**src/rtl/lcd_pkg.sv**
```systemverilog
// Shared definitions for the LCD init/stream sequencer: ROM op codes, FSM
// states, the RAMWR command and the panel init table contents.
package lcd_pkg;

    typedef enum logic [1:0] {
        OP_CMD   = 2'b00,
        OP_DATA  = 2'b01,
        OP_DELAY = 2'b10,
        OP_END   = 2'b11
    } op_t;

    typedef struct packed {
        op_t        op;
        logic [7:0] arg;
    } rom_entry_t;

    typedef enum logic [3:0] {
        ST_RST_LOW,
        ST_RST_WAIT,
        ST_FETCH,
        ST_SEND,
        ST_WAIT_SPI,
        ST_DELAY,
        ST_STREAM,
        ST_PIX_CMD,
        ST_PIX_HI,
        ST_PIX_LO
    } state_t;

    localparam logic [7:0] RAMWR = 8'h2C;

    // Sleep-out, settle, pixel format data byte, then stream.
    function automatic rom_entry_t init_entry(input logic [31:0] idx);
        rom_entry_t e;
        case (idx)
            32'd0:   e = '{op: OP_CMD,   arg: 8'h11};
            32'd1:   e = '{op: OP_DELAY, arg: 8'd3};
            32'd2:   e = '{op: OP_DATA,  arg: 8'h55};
            default: e = '{op: OP_END,   arg: 8'h00};
        endcase
        return e;
    endfunction

endpackage

```
**src/rtl/lcd_init_rom.sv**
```systemverilog
// Panel init table with a registered (one-cycle latency) read port.
module lcd_init_rom
    import lcd_pkg::*;
#(
    parameter int unsigned ROM_DEPTH = 64,
    parameter int unsigned AW        = $clog2(ROM_DEPTH)
) (
    input  logic          clk,
    input  logic [AW-1:0] addr,
    output logic [9:0]    entry
);

    always_ff @(posedge clk) begin
        entry <= init_entry(32'(addr));
    end

endmodule

```
**src/rtl/lcd_sequencer.sv**
```systemverilog
// Drives panel reset, plays the init ROM over a byte-wide SPI sender, then
// streams RGB565 pixels as two data bytes (RAMWR first on start of frame).
module lcd_sequencer
    import lcd_pkg::*;
#(
    parameter int unsigned RST_LOW_CYCLES  = 2700,
    parameter int unsigned RST_WAIT_CYCLES = 3240000,
    parameter int unsigned DELAY_UNIT      = 27000,
    parameter int unsigned ROM_DEPTH       = 64
) (
    input  logic        clk,
    input  logic        rst,
    output logic [7:0]  spi_byte,
    output logic        spi_enable,
    input  logic        spi_ready,
    input  logic        spi_busy,
    output logic        lcd_dc,
    output logic        lcd_cs,
    output logic        lcd_rst,
    input  logic [15:0] pix_data,
    input  logic        pix_sof,
    input  logic        pix_valid,
    output logic        pix_ready,
    output logic        init_done
);

    localparam int unsigned AW = $clog2(ROM_DEPTH);
    localparam logic [AW-1:0] LAST_ADDR = AW'(ROM_DEPTH - 1);

    state_t        state;
    state_t        ret_state;
    logic [31:0]   cnt;
    logic [31:0]   dly_target;
    logic [AW-1:0] addr;
    logic          fetch_wait;
    logic [9:0]    rom_q;
    rom_entry_t    entry;
    logic [15:0]   pix_q;

    lcd_init_rom #(
        .ROM_DEPTH (ROM_DEPTH),
        .AW        (AW)
    ) u_rom (
        .clk   (clk),
        .addr  (addr),
        .entry (rom_q)
    );

    assign entry     = rom_entry_t'(rom_q);
    assign pix_ready = (state == ST_STREAM);

    always_ff @(posedge clk) begin
        if (rst) begin
            state      <= ST_RST_LOW;
            ret_state  <= ST_FETCH;
            cnt        <= '0;
            dly_target <= '0;
            addr       <= '0;
            fetch_wait <= 1'b1;
            lcd_rst    <= 1'b0;
            lcd_cs     <= 1'b1;
            lcd_dc     <= 1'b0;
            spi_enable <= 1'b0;
            spi_byte   <= '0;
            init_done  <= 1'b0;
            pix_q      <= '0;
        end else begin
            spi_enable <= 1'b0;
            case (state)
                ST_RST_LOW: begin
                    if (cnt == RST_LOW_CYCLES - 1) begin
                        cnt     <= '0;
                        lcd_rst <= 1'b1;
                        state   <= ST_RST_WAIT;
                    end else begin
                        cnt <= cnt + 32'd1;
                    end
                end

                ST_RST_WAIT: begin
                    if (cnt == RST_WAIT_CYCLES - 1) begin
                        cnt        <= '0;
                        addr       <= '0;
                        fetch_wait <= 1'b1;
                        state      <= ST_FETCH;
                    end else begin
                        cnt <= cnt + 32'd1;
                    end
                end

                // First cycle lets the registered ROM catch up with addr.
                ST_FETCH: begin
                    if (fetch_wait) begin
                        fetch_wait <= 1'b0;
                    end else if (entry.op == OP_END || addr == LAST_ADDR) begin
                        init_done <= 1'b1;
                        state     <= ST_STREAM;
                    end else if (entry.op == OP_DELAY) begin
                        cnt        <= '0;
                        dly_target <= 32'(entry.arg) * DELAY_UNIT;
                        state      <= ST_DELAY;
                    end else begin
                        spi_byte  <= entry.arg;
                        lcd_dc    <= (entry.op == OP_DATA);
                        ret_state <= ST_FETCH;
                        state     <= ST_SEND;
                    end
                end

                ST_DELAY: begin
                    if (cnt == dly_target) begin
                        cnt        <= '0;
                        addr       <= addr + AW'(1);
                        fetch_wait <= 1'b1;
                        state      <= ST_FETCH;
                    end else begin
                        cnt <= cnt + 32'd1;
                    end
                end

                ST_SEND: begin
                    if (!spi_busy) begin
                        spi_enable <= 1'b1;
                        lcd_cs     <= 1'b0;
                        state      <= ST_WAIT_SPI;
                    end
                end

                ST_WAIT_SPI: begin
                    if (spi_ready) begin
                        state <= ret_state;
                        if (ret_state == ST_FETCH) begin
                            addr       <= addr + AW'(1);
                            fetch_wait <= 1'b1;
                        end
                    end
                end

                ST_STREAM: begin
                    if (pix_valid) begin
                        pix_q <= pix_data;
                        state <= pix_sof ? ST_PIX_CMD : ST_PIX_HI;
                    end
                end

                ST_PIX_CMD: begin
                    spi_byte  <= RAMWR;
                    lcd_dc    <= 1'b0;
                    ret_state <= ST_PIX_HI;
                    state     <= ST_SEND;
                end

                ST_PIX_HI: begin
                    spi_byte  <= pix_q[15:8];
                    lcd_dc    <= 1'b1;
                    ret_state <= ST_PIX_LO;
                    state     <= ST_SEND;
                end

                ST_PIX_LO: begin
                    spi_byte  <= pix_q[7:0];
                    lcd_dc    <= 1'b1;
                    ret_state <= ST_STREAM;
                    state     <= ST_SEND;
                end

                default: state <= ST_RST_LOW;
            endcase
        end
    end

endmodule
```
**config.mk**
```make
export PLATFORM = sky130hd
export DESIGN_NAME = lcd_sequencer
export DESIGN_NICKNAME = d
export VERILOG_FILES = /design/src/rtl/lcd_pkg.sv /design/src/rtl/lcd_init_rom.sv /design/src/rtl/lcd_sequencer.sv
export SDC_FILE = /design/constraint.sdc
export NUM_CORES = 1
export LEC_CHECK = 0
export CAP_MARGIN = 10
export CORE_UTILIZATION = 40
export DETAILED_ROUTE_END_ITERATION = 10
export MAX_ROUTING_LAYER = met4
export PLACE_DENSITY = 0.61
export SETUP_SLACK_MARGIN = 0.4
export SYNTH_ARGS = -nofsm -noshare
export SYNTH_HDL_FRONTEND = slang
export SYNTH_SLANG_ARGS = --single-unit
```
**constraint.sdc**
```tcl
create_clock -name clk -period 4 [get_ports clk]
set_input_delay 0.4 -clock clk [delete_from_list [all_inputs] [get_ports clk]]
set_output_delay 0.4 -clock clk [all_outputs]
set_load 0.1 [all_outputs]
```
==> impl_results.md <==
- Drt first pass iters: 4
- CP Capture Type: register
- FF-to-FF Start: u_rom.entry[6]
- Row cnt: between 40 and 50
- Root cell of the clock tree: clkbuf_16
- Synth Area in Adders: 9.981%
- GP Congestion: between 0.9 and 1
- Synth Area in XOR/XNOR: 8.151%
- Area of the mapped netlist: between 0.006 and 0.007 mm2
- Core Area: approximately 0.015 mm2
- Register area share after synthesis: between 30% and 40%
- Final wirelength: between 10 and 15 mm
- Largest net degree at the start of global routing: 59
- Slew Limit Headroom: between 10 and 15%
- Most used flip-flop cell after synthesis: dfxtp_1
- CP Capture Point: dly_target[18]
- Die height: roughly 120 um
- Commonest non-fill, non-tap cell in the layout: dfxtp_1
- Total power: roughly 2.2 mW
- Area Overhead vs Synth: 13.25%
- Post-layout util: between 40% and 50%
- Inserted Diodes: 0
- Post-CTS setup buffers: 0
- Total GRT Usage: between 10% and 20%
- Capturing point of the worst reg2reg path: dly_target[18]
- Proportion of synthesized area in mux cells: less than 1%
- Hold crit path type: input pin to register
- RSZ-0062 raised after global routing: true
- Clk sinks: 101
- Syn. warnings: 0
- Vias per inst: 5.516
- R2R Setup Slk: approximately 0.56 ns
- Synth Area in Compound Gates: 15.57%
- Mapped Cells: ~710
- Netlist cell types: 70
- Die ar.: 0.01554 mm2
- Layout cells sized above 1: 10.10%
- Worst Skew: between 0.008 and 0.009 ns
- # IOs: 36
- R2R depth: 13
- Peak VDD IR: 0.0002236 V
- PortBufs: 35
- Initial drt markers: 341
- Register bit total from synthesis: around 100
- Vias: between 5000 and 6000
- Vias in the first global route: 4933
- Initial antenna violation count: 0
- Ys async rst share: 0%
- Worst-margin pin slew: between 1 and 1.5 ns
- Crit path from: u_rom.entry[6]
- Power per Cell Area: 322.4 mW/mm2
- Cts hold-fix bufs: 0
- Hold Vio Cnt, Final: 0
- Nets: about 800
- Crit Path Category: register to register
- CTS tree: done
- Final ANT Viol Nets: 0
- DRC: 0
- F_max: a little under 0.3 GHz
- Critical path required time: 4.23 ns
- Worst skew pair latency: ~0.35 ns
- P_leak: about 2.5 nW
- # setup viols final: 0
- Wire length per cell: around 16 um
- Hold_ws: 0.4325 ns
- Total grt overflow: 0
- Synth Area per Inst: 8.451 um2
- Starting Density: approximately two fifths
- Simple-Gate Fraction of Synth Area: a little over a quarter
- Syn_nets: between 700 and 800
- Setup TNS: 0 ns
- Slew Viols, Final: 0
- Total CTS buffers: 9
- Die W: roughly 120 um
- Post-synth EDFFs: 0
- Max Cap Viol: 0
- Crit-path max FO: 7
- CTS Buffer Depth: 2
- Placed Instances: 900
- Run status: finished clean
- H-tree levels: 3
- CP Data Arrival Time: around 3.7 ns
- Main combinational cell family by area after synthesis: simple AND/OR/NAND/NOR gates
- Post-DP HPWL: between 10 and 15 mm
- First-pass GRT wire length: ~25 mm
- CP Launch Type: register
- CTS clk-pin slew, worst paths: about 0.07 ns
- Tmin final: approximately 3.4 ns
- Period utilization: 85.98%
- Fin cells: approximately 920
- Commonest non-fill, non-tap cells in the layout: dfxtp_1 (99), nand2_1 (93), nor2_1 (51), a21oi_1 (45), inv_1 (39)
-- routing by layer --
layer	track usage [%]	routed length (um)
met5	-	0
met2	29.90	6655
met1	27.20	7326
met4	5.315	221
met3	4.124	561
-- critical path, cell delays in order, from the launching register on --
cell and delay, ns:
dfxtp_4 0.38, ha_2 0.22, ha_1 0.30, ha_1 0.19
nor2_1 0.14, fa_1 0.44, inv_1 0.11, ha_4 0.22
a211o_1 0.34, or2_2 0.33, o221ai_4 0.17, a31oi_2 0.14
o2111ai_2 0.22, o311ai_1 0.12
-- power breakdown --
group / leakage (nW) / total [mW] / switching (mW) / internal [mW]
registers: 0.814 / 1.05 / 0.0346 / 1.02
logic: 1.52 / 0.265 / 0.171 / 0.0937
clock network: 0.140 / 0.877 / 0.389 / 0.488
-- timing repair --
item,CTS,global route
pin swaps,0,2
setup endpoints to repair,3,2
resized for setup,6,8
-- flip-flops by register name, summed over array words and instances (netlist names) --
signal       cells
dly_target      19
addr             6
state            4
spi_byte         8
lcd_rst          1
cnt             32
lcd_dc           1
spi_enable       1
init_done        1
fetch_wait       1
pix_q           16
ret_state        4
u_rom.entry      6
lcd_cs           1
-- area by class of cell --
type,instances,area [um2]
clock buffers,11,232.7
clock inverters,5,60.06
fillers,1396,7775
inverters,39,146.4
multi-input cells,536,3725
flip-flops and latches,101,2027
well taps,184,230.2
repair buffers,41,392.9
-- cells in the mapped netlist (4+ instances only) --
| cell type | instances | area (um2) |
|---|---|---|
| buf_2 | 5 | 25.02 |
| and2_1 | 7 | 43.79 |
| ha_1 | 40 | 500.5 |
| nand2_1 | 93 | 349.1 |
| nor2_1 | 51 | 191.4 |
| o21a_1 | 5 | 37.54 |
| a222oi_1 | 6 | 60.06 |
| clkbuf_1 | 21 | 78.83 |
| inv_1 | 39 | 146.4 |
| nor2b_1 | 4 | 25.02 |
| nor3_2 | 30 | 300.3 |
| o21ai_0 | 14 | 70.07 |
| a31oi_1 | 7 | 43.79 |
| and3_1 | 11 | 68.82 |
| nand2b_1 | 8 | 50.05 |
| xor2_1 | 21 | 183.9 |
| a32o_1 | 5 | 50.05 |
| o2111ai_1 | 6 | 52.55 |
| nand4_1 | 9 | 56.30 |
| a211oi_1 | 8 | 60.06 |
| fa_1 | 5 | 100.1 |
| nor4_1 | 12 | 75.07 |
| xnor2_1 | 35 | 306.5 |
| buf_6 | 7 | 78.83 |
| nor3_1 | 19 | 95.09 |
| o22ai_1 | 4 | 25.02 |
| nand3_1 | 30 | 150.1 |
| dfxtp_1 | 101 | 2022 |
| or2_2 | 4 | 25.02 |
| a21oi_1 | 46 | 230.2 |
-- cell families (layout without fill, tap and decap cells) --
kind of cell	count (synthesis)	in the layout
multiplexers	3	3
AND/OR/NAND/NOR	297	297
XOR/XNOR	56	56
buffers and inverters	75	96
flip-flops	101	101
adder cells (fa/ha/maj)	45	45
AO/OA/AOI/OAI	135	135
-- through the flow --
step	area [um2]	setup WS, ns
2_1_floorplan	6017	0.5212
3_3_place_gp	6435	0.3032
3_5_place_dp	6435	0.1250
4_1_cts	6754	0.4444
5_1_grt	6814	0.4048
6_report	6814	0.5609
-- worst min path at each step --
stage / from / endpoint / slack, ns / depth (start not counted)
2_1_floorplan: ret_state[1] / ret_state[1] / 0.43 / 2
3_3_place_gp: pix_q[15] / pix_q[15] / 0.44 / 2
3_5_place_dp: pix_q[15] / pix_q[15] / 0.45 / 2
4_1_cts: rst / ret_state[2] / 0.42 / 2
5_1_grt: rst / pix_q[10] / 0.44 / 2
6_report: rst / ret_state[2] / 0.43 / 2
(Power assumes the default switching activity.)
